--- config.mk ---
export PLATFORM = sky130hd
export DESIGN_NAME = snoop_cache_ctrl
export DESIGN_NICKNAME = d
export VERILOG_FILES = /design/src/rtl/snoop_cache_ctrl.sv
export SDC_FILE = /design/constraint.sdc
export NUM_CORES = 1
export LEC_CHECK = 0
export ABC_AREA = 1
export BUFFER_PORTS_ARGS = -buffer_cell sky130_fd_sc_hd__buf_2
export CORE_MARGIN = 5
export CORE_UTILIZATION = 48
export CTS_CLUSTER_SIZE = 20
export DETAILED_ROUTE_END_ITERATION = 10
export PLACE_DENSITY = 0.75
export SYNTH_ARGS = -nofsm -noshare
export SYNTH_HDL_FRONTEND = slang
export SYNTH_SLANG_ARGS = --single-unit
--- constraint.sdc ---
create_clock -name Clock -period 1.92 [get_ports Clock]
set_input_delay 0.384 -clock Clock [delete_from_list [all_inputs] [get_ports Clock]]
set_output_delay 0.384 -clock Clock [all_outputs]
set_load 0.02 [all_outputs]
--- src/rtl/snoop_cache_ctrl.sv ---
// snoop_cache_ctrl: direct-mapped write-back cache controller, MSI snooping.
// Two lines, one CPU request at a time, drives a 4x2-bit registered memory.
module snoop_cache_ctrl #(
    parameter logic CACHE_ID = 1'b0
) (
    input  logic       Clock,
    input  logic       Resetn,
    input  logic       cpu_req,
    input  logic       cpu_we,
    input  logic [1:0] cpu_addr,
    input  logic [1:0] cpu_wdata,
    output logic       cpu_ready,
    output logic [1:0] cpu_rdata,
    output logic       bus_valid,
    output logic [1:0] bus_op,
    output logic [1:0] bus_addr,
    output logic       bus_src,
    input  logic       snoop_valid,
    input  logic [1:0] snoop_op,
    input  logic [1:0] snoop_addr,
    input  logic       snoop_src,
    output logic       snoop_flush,
    output logic [1:0] flush_data,
    output logic [1:0] mem_tag,
    output logic [1:0] mem_data,
    output logic       mem_writeEn,
    input  logic [1:0] mem_q
);

    localparam logic [1:0] ST_I = 2'b00;
    localparam logic [1:0] ST_S = 2'b01;
    localparam logic [1:0] ST_M = 2'b10;

    localparam logic [1:0] OP_RD   = 2'b01;
    localparam logic [1:0] OP_RDX  = 2'b10;
    localparam logic [1:0] OP_UPGR = 2'b11;

    typedef enum logic [2:0] {
        IDLE,
        COMPARE,
        WRITEBACK,
        FETCH,
        WAIT_MEM,
        RESPOND
    } state_t;

    state_t          state;
    state_t          state_n;

    logic [1:0][1:0] ln_st;
    logic [1:0]      ln_tag;
    logic [1:0][1:0] ln_dat;
    logic [1:0][1:0] snp_st;

    logic            req_we;
    logic [1:0]      req_addr;
    logic [1:0]      req_wdata;

    logic            idx;
    logic            sidx;
    logic            hit;

    logic            ln_wr;
    logic [1:0]      wr_st;
    logic            wr_tag;
    logic [1:0]      wr_dat;

    assign idx     = req_addr[0];
    assign sidx    = snoop_addr[0];
    assign bus_src = CACHE_ID;

    // Snoop reaction: post-snoop line states and the flush of a dirty line
    always_comb begin
        snp_st      = ln_st;
        snoop_flush = 1'b0;
        flush_data  = 2'b00;
        if (snoop_valid && (snoop_src != CACHE_ID) &&
            (ln_st[sidx] != ST_I) && (ln_tag[sidx] == snoop_addr[1])) begin
            unique case (1'b1)
                (snoop_op == OP_RD): begin
                    if (ln_st[sidx] == ST_M) begin
                        snoop_flush  = 1'b1;
                        flush_data   = ln_dat[sidx];
                        snp_st[sidx] = ST_S;
                    end
                end
                (snoop_op == OP_RDX),
                (snoop_op == OP_UPGR): begin
                    if (ln_st[sidx] == ST_M) begin
                        snoop_flush = 1'b1;
                        flush_data  = ln_dat[sidx];
                    end
                    snp_st[sidx] = ST_I;
                end
                default: ;
            endcase
        end
    end

    // Hit test against the post-snoop state of the indexed line
    always_comb begin
        hit = (snp_st[idx] != ST_I) && (ln_tag[idx] == req_addr[1]);
    end

    // Next state, Moore outputs and the FSM's own line update
    always_comb begin
        state_n     = state;
        cpu_ready   = 1'b0;
        cpu_rdata   = 2'b00;
        bus_valid   = 1'b0;
        bus_op      = 2'b00;
        bus_addr    = 2'b00;
        mem_tag     = 2'b00;
        mem_data    = 2'b00;
        mem_writeEn = 1'b0;
        ln_wr       = 1'b0;
        wr_st       = ST_I;
        wr_tag      = ln_tag[idx];
        wr_dat      = ln_dat[idx];
        unique case (state)
            IDLE: begin
                if (cpu_req) state_n = COMPARE;
            end
            COMPARE: begin
                if (hit) begin
                    state_n = RESPOND;
                    if (req_we) begin
                        ln_wr  = 1'b1;
                        wr_st  = ST_M;
                        wr_tag = req_addr[1];
                        wr_dat = req_wdata;
                        if (snp_st[idx] == ST_S) begin
                            bus_valid = 1'b1;
                            bus_op    = OP_UPGR;
                            bus_addr  = req_addr;
                        end
                    end
                end else if (snp_st[idx] == ST_M) begin
                    state_n = WRITEBACK;
                end else begin
                    state_n = FETCH;
                end
            end
            WRITEBACK: begin
                mem_writeEn = 1'b1;
                mem_tag     = {ln_tag[idx], idx};
                mem_data    = ln_dat[idx];
                ln_wr       = 1'b1;
                wr_st       = ST_I;
                state_n     = FETCH;
            end
            FETCH: begin
                mem_tag   = req_addr;
                bus_valid = 1'b1;
                bus_op    = req_we ? OP_RDX : OP_RD;
                bus_addr  = req_addr;
                state_n   = WAIT_MEM;
            end
            WAIT_MEM: begin
                ln_wr   = 1'b1;
                wr_st   = req_we ? ST_M : ST_S;
                wr_tag  = req_addr[1];
                wr_dat  = req_we ? req_wdata : mem_q;
                state_n = RESPOND;
            end
            RESPOND: begin
                cpu_ready = 1'b1;
                cpu_rdata = ln_dat[idx];
                state_n   = IDLE;
            end
            default: state_n = IDLE;
        endcase
    end

    // State register
    always_ff @(posedge Clock) begin
        if (!Resetn) state <= IDLE;
        else         state <= state_n;
    end

    // Request latch, captured only when a request is accepted in IDLE
    always_ff @(posedge Clock) begin
        if (!Resetn) begin
            req_we    <= 1'b0;
            req_addr  <= 2'b00;
            req_wdata <= 2'b00;
        end else if (state == IDLE && cpu_req) begin
            req_we    <= cpu_we;
            req_addr  <= cpu_addr;
            req_wdata <= cpu_wdata;
        end
    end

    // Line storage: snoop updates first, FSM writes take priority
    always_ff @(posedge Clock) begin
        if (!Resetn) begin
            ln_st  <= '0;
            ln_tag <= '0;
            ln_dat <= '0;
        end else begin
            ln_st <= snp_st;
            if (ln_wr) begin
                ln_st[idx]  <= wr_st;
                ln_tag[idx] <= wr_tag;
                ln_dat[idx] <= wr_dat;
            end
        end
    end

endmodule

==> results.yml <==
status:
  outcome: "complete, but fails checks"
  violations: "negative setup slack"
global_routing:
  grt_usage_pct: 19.44
  grt_overflow: 0
  grt_pass1_vias: 1518
  grt_max_degree: 18
  grt_first_pass_wirelength_um: 6603
  grt_antenna_before_repair: 0
synth:
  synth-xor-area-share_pct: 0.6173
  netlist_area_um2: 1419
  synth_top_family_by_area: "simple AND/OR/NAND/NOR gates"
  syn_inst: 230
  async_flop_share_pct: 0
  synthSimpleGateAreaFrac_pct: 47.62
  synthFlopType: "dfxtp_1"
  synthAdderAreaFrac_pct: 0
  ys_warn_count: 0
  ys_types: 34
  seq_area_frac_synth_pct: 25.40
  synth.area.mux_share_pct: 0.7055
  synth_compound_area_share_pct: 13.23
  ys_seq_elements: 18
  syn_avg_cell_area_um2: 6.169
  synth_edf_count: 0
  syn_nets: 246
critical_path:
  crit_chain: "nand2_4 > nand2_4 > nor2_4 > nor2_4 > nand3_2 > nand3_2 > nand2_2 > nand3_4 > nand4_4 > or2_4 > a21oi_4 > buf_6"
  reg2reg_to: "ln_dat[3]$_SDFFE_PN0P_"
  critical_path.startpoint_type: "flip-flop"
  crit_path_max_fanout: 5
  critPathSlowestCell: "dfxtp_4"
  r2r_start: "ln_st[0]$_SDFF_PN0_"
  cpPeakStageDelay_ps: 410
  cp_data_arrival_time_ps: 2050
  crit_type: "reg2out"
  cp-end-kind: "output port"
  ff2ff_path_depth: 16
  reg2reg_slack_ps: 130
  worstPathRequired_ps: 1540
route:
  viasPerCell: 5.154
  antenna_left: 0
  drtIter0Drc: 79
  first_pass_iters: 4
  wl_per_cell_um: 12.56
  drt-total-wl_um: 4070
  vias: 1670
  drc: 0
timing:
  period_needed_ps: 2436
  finClkSkew_ps: 10.89
  rsz0062_at_grt: "yes"
  slew_violations: 0
  setup_viol: 8
  timing.fmax_mhz: 410.5
  fin_setup_tns_ps: -2596
  setup_slack_ps: -516.2
  post-route-period-util_pct: 126.9
  hold_violations: 0
placement:
  gp_congestion: 0.8806
  dp_hpwl_um: 2925
  place_inst: 316
  pre_cts_slack_ps: -489.6
  numPortBuffers: 31
die:
  dieArea_um2: 4144
  die_w_um: 64.37
  die_h_um: 64.37
  ios: 33
  row_count: 19
  core_um2: 2805
  initial_core_util_pct: 50.58
min_path:
  holdPathStages: 3
  hp-class: "in2reg"
  hold_path_end: "req_wdata[0]$_SDFFE_PN0P_"
  min_from: "cpu_wdata[0]"
cells_and_area:
  drive_gt1_share_pct: 43.69
  layout.cells.non_filler: 324
  layout.nets: 310
  diodes: 0
  area_delta_synth_final_pct: 51.23
job:
  drv_cap: 0
cts:
  cts_tree: "built"
  ctsHoldBuffers: 0
  clk_pin_slew_ps: 120
  h-tree-depth: 1
  clockRootBuffer: "clkbuf_4"
  cts_buffers: 3
  clk_path_buf_depth: 2
  clk_latency_ps: 310
  cts.sinks: 18
pwr:
  ir_worst_vdd_mv: 0.9864
  power_per_cell_area_nw_per_um2: 1327
  leakage_uw: 0.001028
## cell type report
class	count	area (um2)
multi-input cells	172	1086
fillers	230	659.4
repair buffers	64	465.4
flip-flops and latches	18	377.9
inverters	35	141.4
well taps	31	38.79
clock buffers	4	36.28
## stage by stage
stage / hold WS (ps) / utilization (%) / instance area [um2] / total power [uW]
after global placement: 437.5 / 66.46 / 1864 / 2281
after floorplan: 423.1 / - / 1498 / 1732
after CTS: 358.2 / 71.05 / 1993 / 2646
final: 356.6 / 76.49 / 2146 / 2848
after detailed placement: 449.9 / 66.46 / 1864 / 2305
after global routing: 365.3 / 76.49 / 2146 / 3074
## timing repair
item	in CTS	in global routing
setup buffers	3	3
hold endpoints to repair	0	0
setup endpoints to repair	13	23
resized for setup	26	37
pin swaps	2	17
## power by group
group	switching [uW]	internal, uW	leakage (uW)
logic	1150	801	0.000855
clock network	132	116	0.0000210
registers	120	527	0.000152
total	1400	1440	0.00103
## worst max-delay path by stage
stage | startpoint | endpoint | slack (ps) | cells past startpoint
2_1_floorplan | snoop_addr[0] | flush_data[0] | -280 | 10
3_3_place_gp | snoop_op[1] | bus_addr[1] | -450 | 12
3_5_place_dp | snoop_addr[0] | bus_addr[1] | -490 | 13
4_1_cts | ln_st[2]$_SDFF_PN0_ | bus_addr[1] | -480 | 12
5_1_grt | ln_st[0]$_SDFF_PN0_ | bus_addr[1] | -610 | 12
6_report | ln_st[0]$_SDFF_PN0_ | bus_addr[1] | -520 | 12
## state kept, by name, summed over array words and instances, names as in the netlist
| signal | count |
|---|---|
| state | 3 |
| ln_dat | 4 |
| req_addr | 2 |
| ln_tag | 2 |
| req_we | 1 |
| ln_st | 4 |
| req_wdata | 2 |
## per-layer routing
metal	vias to the layer above	GRT usage [%]	share of wire, %
li1	859	-	-
met1	756	25.03	41
met5	-	0	0
met2	50	34.15	52
met4	0	3.958	0.71
met3	5	3.152	5.5
## critical path: cells and delay by family, from the launching register on
family	cells	cell delay, ps
and+or+nand+nor	10	1060
AOI/OAI and AO/OA	1	140
DFF	1	410
buffers and inverters	1	130
## Yosys cell counts (3+ instances only)
cell type / count / area (um2)
a21oi_1: 14 / 70.07
dfxtp_1: 18 / 360.4
inv_1: 30 / 112.6
inv_2: 4 / 15.01
nand2_1: 56 / 210.2
nand2_2: 7 / 43.79
nand2_4: 4 / 45.04
nand3_1: 18 / 90.09
nand4_1: 5 / 31.28
nor2_1: 32 / 120.1
nor3_1: 3 / 15.01
o21ai_0: 11 / 55.05
## cells in the final DEF, fill, tap and decap left out, types with 2 or more instances in the layout
cell	n
dfxtp_1	10
nand3_2	6
a21boi_1	2
a21oi_1	12
nand2_1	49
nand3_4	3
inv_2	5
buf_2	18
nand2_8	2
dfxtp_4	3
nor2_1	27
buf_4	37
inv_1	28
nand4_1	5
dfxtp_2	5
buf_6	8
clkbuf_4	4
o21ai_0	10
nor2_2	3
nor3_1	3
or2_4	2
nand3_1	11
nor2_4	5
a2111oi_4	2
nand2_4	4
nand2_2	12
a21oi_4	2
## logic make-up after synthesis
group,Yosys count
buffers and inverters,40
other,1
multiplexers,1
XOR/XNOR,1
AO/OA/AOI/OAI,34
flip-flops,18
AND/OR/NAND/NOR,135
Power figures use the tool's default switching activity.
